<file path="src/rtl/soc_event_queue.sv">
// soc_event_queue
// Collects single-cycle peripheral event pulses into per-line pending bits.
// A round-robin arbiter moves one pending line per cycle into a small queue
// of event IDs, which drains towards the FC event FIFO with valid/ready
// handshaking. Occurrences arriving on a line that is already pending are
// dropped and counted.

module soc_event_queue #(
   parameter int NB_EVENTS      = 32,
   parameter int EVENT_ID_WIDTH = 8,
   parameter int ID_OFFSET      = 0,
   parameter int DEPTH          = 4
) (
   input  logic                      clk_i,
   input  logic                      rst_i,
   input  logic [NB_EVENTS-1:0]      events_i,
   input  logic [NB_EVENTS-1:0]      mask_i,
   output logic                      event_fifo_valid_o,
   output logic [EVENT_ID_WIDTH-1:0] event_fifo_data_o,
   input  logic                      event_fifo_fulln_i,
   output logic [NB_EVENTS-1:0]      pending_o,
   output logic                      lost_o,
   output logic [7:0]                lost_cnt_o
);

   localparam int PTR_W = (NB_EVENTS > 1) ? $clog2(NB_EVENTS) : 1;
   localparam int AW    = $clog2(DEPTH);
   localparam int CW    = AW + 1;

   localparam logic [CW-1:0] FULL_CNT = CW'(DEPTH);

   logic [NB_EVENTS-1:0]      pending_q, pending_d;
   logic [NB_EVENTS-1:0]      ev_valid;
   logic [NB_EVENTS-1:0]      grant_vec;
   logic [NB_EVENTS-1:0]      drop_vec;
   logic [PTR_W-1:0]          rr_ptr_q, rr_ptr_d;
   logic [PTR_W-1:0]          grant_idx;
   logic                      grant_found;
   logic                      grant;
   logic                      pop;
   int                        scan_pos;
   logic [EVENT_ID_WIDTH-1:0] grant_id;

   logic [AW-1:0]             wr_ptr_q, wr_ptr_d;
   logic [AW-1:0]             rd_ptr_q, rd_ptr_d;
   logic [CW-1:0]             count_q, count_d;
   logic [EVENT_ID_WIDTH-1:0] mem_q [DEPTH];
   logic [EVENT_ID_WIDTH-1:0] mem_d [DEPTH];
   logic                      valid_q, valid_d;
   logic                      lost_q, lost_d;
   logic [7:0]                lost_cnt_q, lost_cnt_d;

   assign ev_valid = events_i & mask_i;

   // Round-robin search: first pending line at or above rr_ptr, wrapping to line 0.
   always_comb begin
      grant_found = 1'b0;
      grant_idx   = '0;
      scan_pos    = 0;
      for (int off = 0; off < NB_EVENTS; off++) begin
         scan_pos = int'(rr_ptr_q) + off;
         if (scan_pos >= NB_EVENTS) begin
            scan_pos = scan_pos - NB_EVENTS;
         end
         if (!grant_found && pending_q[PTR_W'(scan_pos)]) begin
            grant_found = 1'b1;
            grant_idx   = PTR_W'(scan_pos);
         end
      end
   end

   // Grant only against the registered count so a same-cycle pop never makes room early.
   always_comb begin
      grant     = grant_found && (count_q < FULL_CNT);
      grant_vec = grant ? (NB_EVENTS'(1) << grant_idx) : '0;
      grant_id  = EVENT_ID_WIDTH'(int'(grant_idx) + ID_OFFSET);
      pop       = valid_q && event_fifo_fulln_i;
   end

   // Pending bookkeeping: a granted line is released unless it fires again in the same
   // cycle; a fresh occurrence on a line still waiting is a drop.
   always_comb begin
      drop_vec  = pending_q & ~grant_vec & ev_valid;
      pending_d = (pending_q & ~grant_vec) | ev_valid;
      rr_ptr_d  = rr_ptr_q;
      if (grant) begin
         if (int'(grant_idx) == NB_EVENTS - 1) begin
            rr_ptr_d = '0;
         end else begin
            rr_ptr_d = grant_idx + PTR_W'(1);
         end
      end
   end

   // Queue storage and pointers; simultaneous push and pop leaves the count unchanged.
   always_comb begin
      mem_d    = mem_q;
      wr_ptr_d = wr_ptr_q;
      rd_ptr_d = rd_ptr_q;
      count_d  = count_q;
      if (grant) begin
         mem_d[wr_ptr_q] = grant_id;
         wr_ptr_d        = wr_ptr_q + AW'(1);
      end
      if (pop) begin
         rd_ptr_d = rd_ptr_q + AW'(1);
      end
      case ({grant, pop})
         2'b10:   count_d = count_q + CW'(1);
         2'b01:   count_d = count_q - CW'(1);
         default: count_d = count_q;
      endcase
      valid_d = (count_d != '0);
   end

   // Loss reporting: one pulse and one count step per cycle, however many lines dropped.
   always_comb begin
      lost_d     = |drop_vec;
      lost_cnt_d = lost_cnt_q;
      if (lost_d && (lost_cnt_q != 8'hFF)) begin
         lost_cnt_d = lost_cnt_q + 8'd1;
      end
   end

   // State registers; reset discards everything queued or pending and restarts the search at line 0.
   always_ff @(posedge clk_i or posedge rst_i) begin
      if (rst_i) begin
         pending_q  <= '0;
         rr_ptr_q   <= '0;
         wr_ptr_q   <= '0;
         rd_ptr_q   <= '0;
         count_q    <= '0;
         valid_q    <= 1'b0;
         lost_q     <= 1'b0;
         lost_cnt_q <= '0;
         for (int i = 0; i < DEPTH; i++) begin
            mem_q[i] <= '0;
         end
      end else begin
         pending_q  <= pending_d;
         rr_ptr_q   <= rr_ptr_d;
         wr_ptr_q   <= wr_ptr_d;
         rd_ptr_q   <= rd_ptr_d;
         count_q    <= count_d;
         valid_q    <= valid_d;
         lost_q     <= lost_d;
         lost_cnt_q <= lost_cnt_d;
         mem_q      <= mem_d;
      end
   end

   assign event_fifo_valid_o = valid_q;
   assign event_fifo_data_o  = mem_q[rd_ptr_q];
   assign pending_o          = pending_q;
   assign lost_o             = lost_q;
   assign lost_cnt_o         = lost_cnt_q;

endmodule
</file>
<file path="config.mk">
export PLATFORM = sky130hd
export DESIGN_NAME = soc_event_queue
export DESIGN_NICKNAME = d
export VERILOG_FILES = /design/src/rtl/soc_event_queue.sv
export SDC_FILE = /design/constraint.sdc
export NUM_CORES = 1
export LEC_CHECK = 0
export ABC_AREA = 1
export CAP_MARGIN = 20
export CORE_MARGIN = 4
export CORE_UTILIZATION = 57
export DETAILED_ROUTE_END_ITERATION = 6
export PLACE_DENSITY = 0.83
export SYNTH_ARGS = -nofsm -noshare
export SYNTH_HDL_FRONTEND = slang
export SYNTH_SLANG_ARGS = --single-unit
export TNS_END_PERCENT = 50
</file>
<file path="constraint.sdc">
create_clock -name clk_i -period 7.3 [get_ports clk_i]
set_clock_uncertainty 0.2 [all_clocks]
set_input_delay 1.825 -clock clk_i [delete_from_list [all_inputs] [get_ports clk_i]]
set_output_delay 1.825 -clock clk_i [all_outputs]
set_load 0.05 [all_outputs]
</file>
### Word-level counts from Yosys, hierarchy flattened

Index checks and enable logic that the tools add are counted.

* register bits after elaboration: 86
* latch bits: 0
* bits in writable memories: 0
* bits in read-only memories: 0
* input port bits: 67
* output and inout bits: 50
* logic and storage cells: 430
* memories: 0

* add/subtract/negate cells: 69
* multipliers: 0
* div/mod/pow operators: 0
* $lt $le $gt $ge: 68
* equal/unequal tests: 4
* shifts and indexed selects: 1
* mux-type cells: 201
* bitwise gates (word level): 7
* reduce and logical (&&, ||, !) cells: 68

Operator list (number)
* $mux 5: 65
* $lt 5x7->1 const B: 32
* $ge 6x6->1 const B: 31
* $bmux 1 s5: 32
* $sub 5x1->5 const B: 32
* $add 5x5->6 const B: 16
* $and 32x32->32: 3
* $mux 1: 96
* $add 5x4->6 const B: 8
* $logic_and 1x1->1: 35
* $bwmux 32: 1
* $mux 32: 1
* $not 32->32: 1
* $or 32x32->32: 1
* $reduce_or 32->1: 1
* $shl 1x5->32 const A: 1
* $logic_not 1->1: 31
* $add 5x3->6 const B: 4
* $mux 8: 3
* $bmux 8 s2: 1
* $demux 8 s2: 1
* $add 5x2->6 const B: 2
* $add 8x1->8 const B: 1
* $ne 8x8->1 const B: 1
* other kinds (15): 18

### Logic depth before layout (Yosys ltp)

* word-level depth: 106
* depth in mapped cells: 55
* gate-level depth less buffers: 51

### Worst setup path before layout

OpenSTA, ideal clock, no wires.

* path type: register -> register
* start: register rr_ptr_q[1]
* end: register valid_q (netlist: event_fifo_valid_o)
* setup time: 0.131 ns
* arrival: 6.037 ns
* data required time: 6.969 ns
* setup slack: 0.932 ns
* cell stages (with the launch flop): 37
* period minus slack after synthesis: 6.368 ns
* path through: dfrtp_1 -> inv_2 -> clkbuf_1 -> clkbuf_1 -> ha_1 -> buf_2 -> clkinv_1 -> buf_4 -> nand3_1 -> nand3_1 -> nand3_1 -> nand3_1 -> nand2_2 -> nor2_8 -> nand4_4 -> nor2_8 -> nand4_4 -> nor2_4 -> nand4_4 -> nor2_4 -> nand4_4 -> nor2_8 -> nand4_4 -> nor2_8 -> nand4_4 -> nor2_8 -> nand4_4 -> nor2_8 -> nand3b_1 -> nand2_1 -> ha_1 -> inv_1 -> fa_1 -> a21oi_1 -> o21ai_0 -> xor2_1 -> or3_1

* word-level cells in the longest chain between the ends: 103
* elaborated cells on any way between the ends: 322

RTL lines
* start, declared: line 36 `logic [PTR_W-1:0] rr_ptr_q, rr_ptr_d;`
* start signal, assigned: line 141 `rr_ptr_q <= rr_ptr_d;`
* parallel branches: the longest is 98 deep, another holds $add 5x1->6
* $mux 1 (*): line 65 `if (!grant_found && pending_q[PTR_W'(scan_pos)]) begin`
* $logic_and 1x1->1 (*): line 74 `grant = grant_found && (count_q < FULL_CNT);`
* $eq 2x1->1 or $eq 2x2->1 (tied branches): line 108 `case ({grant, pop})`
* $pmux 3 s2 (*): line 108
* net count_d[2]: line 46 `logic [CW-1:0] count_q, count_d;`
* $reduce_bool 3->1 (*): line 113 `valid_d = (count_d != '0);`
* net valid_d: line 49 `logic valid_q, valid_d;`
* end signal, assigned: line 145 `valid_q <= valid_d;`
* end, declared: line 49

Mark *: on every way through the listed nets, which the timed path passes. The select of a mux whose other input is x is not followed.
A chain may end at the register's enable or synchronous reset.

### Worst setup path in the final report

* start: register rr_ptr_q[3]
* end: register lost_cnt_q[1] (netlist: lost_cnt_o[1])

* word-level cells in the longest chain between the ends: 106
* elaborated cells on any way between the ends: 357

RTL lines
* parallel branches: the longest is 100 deep, another holds $add 5x1->6
* $mux 32 (*): line 75 `grant_vec = grant ? (NB_EVENTS'(1) << grant_idx) : '0;`
* $not 32->32 (*): line 83 `drop_vec = pending_q & ~grant_vec & ev_valid;`
* $and 32x32->32 (*) (2 in a row): line 83
* $reduce_or 32->1 (*): line 118 `lost_d = |drop_vec;`
* net lost_d: line 50 `logic lost_q, lost_d;`
* $logic_and 1x1->1 (*): line 120 `if (lost_d && (lost_cnt_q != 8'hFF)) begin`
* end signal, assigned: line 147 `lost_cnt_q <= lost_cnt_d;`
* end, declared: line 51 `logic [7:0] lost_cnt_q, lost_cnt_d;`

Marks and branches as above.

==> results by group <==
Route
  – Routed met2 length: 13400 um
  – Via density: 6.00
  – Drt initial violations: 1104
  – Antenna-violating nets left: 0
  – DRC violations left: 0
  – Met1 wire length: 12100 um
  – DRT Wirelength: 30700 um
  – Met3 WL: 3410 um
  – Vias: 10100
  – DR WL/cell: 18.2 um
  – Max layer used: met4
  – First-pass DRT Iterations: 7

Cells and area
  – Post-route cell area: 0.00998 mm^2
  – # diodes: 0
  – Final nets: 1589
  – Filler Cell Count: 1267
  – Most common cell after layout, fill and taps aside: nand2_1
  – P&R area growth vs syn: 20.2%
  – Most frequent cells in the layout: nand2_1 (490), nand3_1 (265), inv_1 (125)
  – Share of cells above drive strength 1: 0.0797

Floorplanning
  – Num ports: 117
  – Die W: 129 um
  – Initial Util: 0.589
  – Core area: 0.0141 mm^2
  – Std cell rows: 43
  – Die ar.: 0.0166 mm^2
  – Chip height: 129 um

Placement
  – Pre-CTS setup slack: 0.421 ns
  – Post-DP HPWL: 24000 um
  – Placer Congestion: 1.09
  – Post-place instance area: 0.00963 mm^2
  – PortBufs: 113

Synth
  – Seq cells post-synth: 74
  – Cell count after synthesis: 1381
  – Sequential element share of the synthesized area: 0.223
  – Avg Synthesized Cell Area: 6.01 um^2
  – Ys async rst share: 1.00
  – Netlist cell types: 48
  – Number of synthesized flops with an enable pin: 0
  – Mapped Area: 0.00831 mm^2
  – Synth warnings: 0
  – Top_reg_cell synth: dfrtp_1

Timing
  – Final hold vios: 0
  – Setup TNS: 0 ns
  – Fin crit share: 0.946
  – Setup-failing EPs final: 0
  – Worst Tran Pin Value: 1.00 ns
  – Final setup margin: 0.392 ns
  – Crit path time final: 6.91 ns
  – Worst hold slack: 0.280 ns
  – F_max: 145 MHz
  – Max-slew violations: 0
  – RSZ-0062 raised after global routing: false
  – Slew margin rel.: 0.327

Clock network
  – Sink Count: 74
  – Clock transition at the registers of the reported paths: 0.06 ns
  – TritonCTS Buffers: 9
  – Clock latency at the later pin of the worst-skew pair: 0.34 ns
  – Hold-fix buffers, CTS: 0
  – Clk buf depth: 2
  – H-tree Lvls: 3
  – CTS tree: yes
  – Root buffer cell: clkbuf_16

Setup path
  – CP top delay family: simple AND/OR/NAND/NOR gates
  – Setup crit start kind: register
  – Cell mode on critical path: nand2_1
  – WP data arrival: 6.99 ns
  – Crit-path slowest cell: dfrtp_1
  – Setup CP Type: register to register
  – Crit path required time: 7.38 ns
  – Buf/Inv on CP: 4
  – Crit-path max FO: 11
  – Critical Path Sink Type: register
  – Crit path largest cell delay: 0.68 ns

Global route
  – Pin count of the biggest net entering global routing: 75
  – Total GRT Usage: 0.375
  – Total congestion overflow: 0
  – Antenna violations before repair: 0
  – First-pass GRT wire length: 48700 um
  – Vias in the first global route: 9435

Flow run
  – # Max-Cap Violations: 0

Status
  – Status: finished, final reports clean

Hold path
  – Worst hold path class: register to register
-- routing by layer --
| metal | global-route usage | vias up |
|---|---|---|
| met1 | 0.478 | 4542 |
| met3 | 0.0988 | 146 |
| li1 | - | 4763 |
| met5 | 0 | - |
| met2 | 0.583 | 663 |
| met4 | 0.195 | 0 |
-- final cells by class --
type / count / area [um^2] / share of cell area
clock inverters: 6 / 67.6 / 0.00677
multi-input cells: 1121 / 5660 / 0.567
inverters: 150 / 573 / 0.0574
flip-flops and latches: 74 / 1850 / 0.186
clock buffers: 10 / 229 / 0.0229
well taps: 180 / 225 / 0.0226
repair buffers: 145 / 1380 / 0.138
-- worst register-to-register path: cells and delay by family, from the launching register on --
kind | cells | cell delay [ns]
DFF | 1 | 0.68
buffers and inverters | 4 | 0.72
adders and majority gates | 2 | 0.65
and+or+nand+nor | 34 | 4.59
-- cell families (layout without fill, tap and decap cells) --
logic type,Yosys count,in the layout,share of synthesized area
other,1,3,0.000452
muxes,2,2,0.00241
adders and majority gates,21,21,0.0325
buffers and inverters,188,311,0.0969
xor gates and xnor gates,25,25,0.0291
AOI/OAI and AO/OA,110,110,0.0761
and+or+nand+nor,960,960,0.540
DFF,74,74,0.223
-- timing repair --
action                                  CTS  global route
gates resized for setup                   0             6
buffers inserted                          0             5
endpoints found under the setup margin    0            10
-- Yosys cell counts, types with 2 or more instances --
library cell	count	area share
o21bai_1	6	0.0054
nand4_1	35	0.026
buf_6	7	0.0095
xnor2_1	6	0.0063
a21oi_1	3	0.0018
inv_2	18	0.0081
nand3_2	3	0.0036
nand4_2	2	0.0030
mux2i_1	2	0.0024
nand3b_1	15	0.014
nand2_1	490	0.22
nor3_1	10	0.0060
buf_2	11	0.0066
nand2_4	4	0.0054
a21boi_0	4	0.0036
nor2_2	5	0.0038
clkinv_1	5	0.0023
ha_1	20	0.030
o21ai_0	65	0.039
nand4_4	7	0.018
xor2_1	16	0.017
nor2_1	100	0.045
o22ai_1	9	0.0068
nand3_1	265	0.16
a31oi_1	2	0.0015
o21a_1	7	0.0063
o21ai_1	7	0.0042
dfrtp_1	74	0.22
nand2_2	8	0.0060
buf_4	8	0.0072
inv_1	126	0.057
clkbuf_1	11	0.0050
a21oi_2	3	0.0032
xor2_2	3	0.0059
nor2_8	7	0.017
o21ai_2	2	0.0021
nor2_4	4	0.0054
-- path summary, 6_finish.rpt --
path | slack [ns] | startpoint | endpoint | cells after the start
hold reg to reg | 0.28 | mem_q[11] | mem_q[11] | 2
hold / removal | 0.28 | mem_q[11] | mem_q[11] | 2
max in group asynchronous | 4.34 | rst_i | rr_ptr_q[1] | 3
setup / recovery | 0.39 | rr_ptr_q[3] | lost_cnt_o[1] | 40
setup reg to reg | 0.39 | rr_ptr_q[3] | lost_cnt_o[1] | 40
min in group asynchronous | 1.90 | rst_i | lost_cnt_o[4] | 3
-- sequential cells by signal (all words and copies together) (netlist names) --
| signal | cells |
|---|---|
| event_fifo_valid_o | 1 |
| rr_ptr_q | 5 |
| count_q | 3 |
| pending_o | 32 |
| wr_ptr_q | 2 |
| mem_q | 20 |
| rd_ptr_q | 2 |
| lost_o | 1 |
| lost_cnt_o | 8 |
-- stage by stage --
step,cells,utilization
floorplan,1383,-
global placement,1665,0.683
detailed placement,1665,0.683
CTS,1681,0.704
global route,1686,0.708
finish,1686,0.708
Power is left out: the tool's default activity adds up to more than one toggle a clock period on the data nets, which glitch-free logic cannot reach.
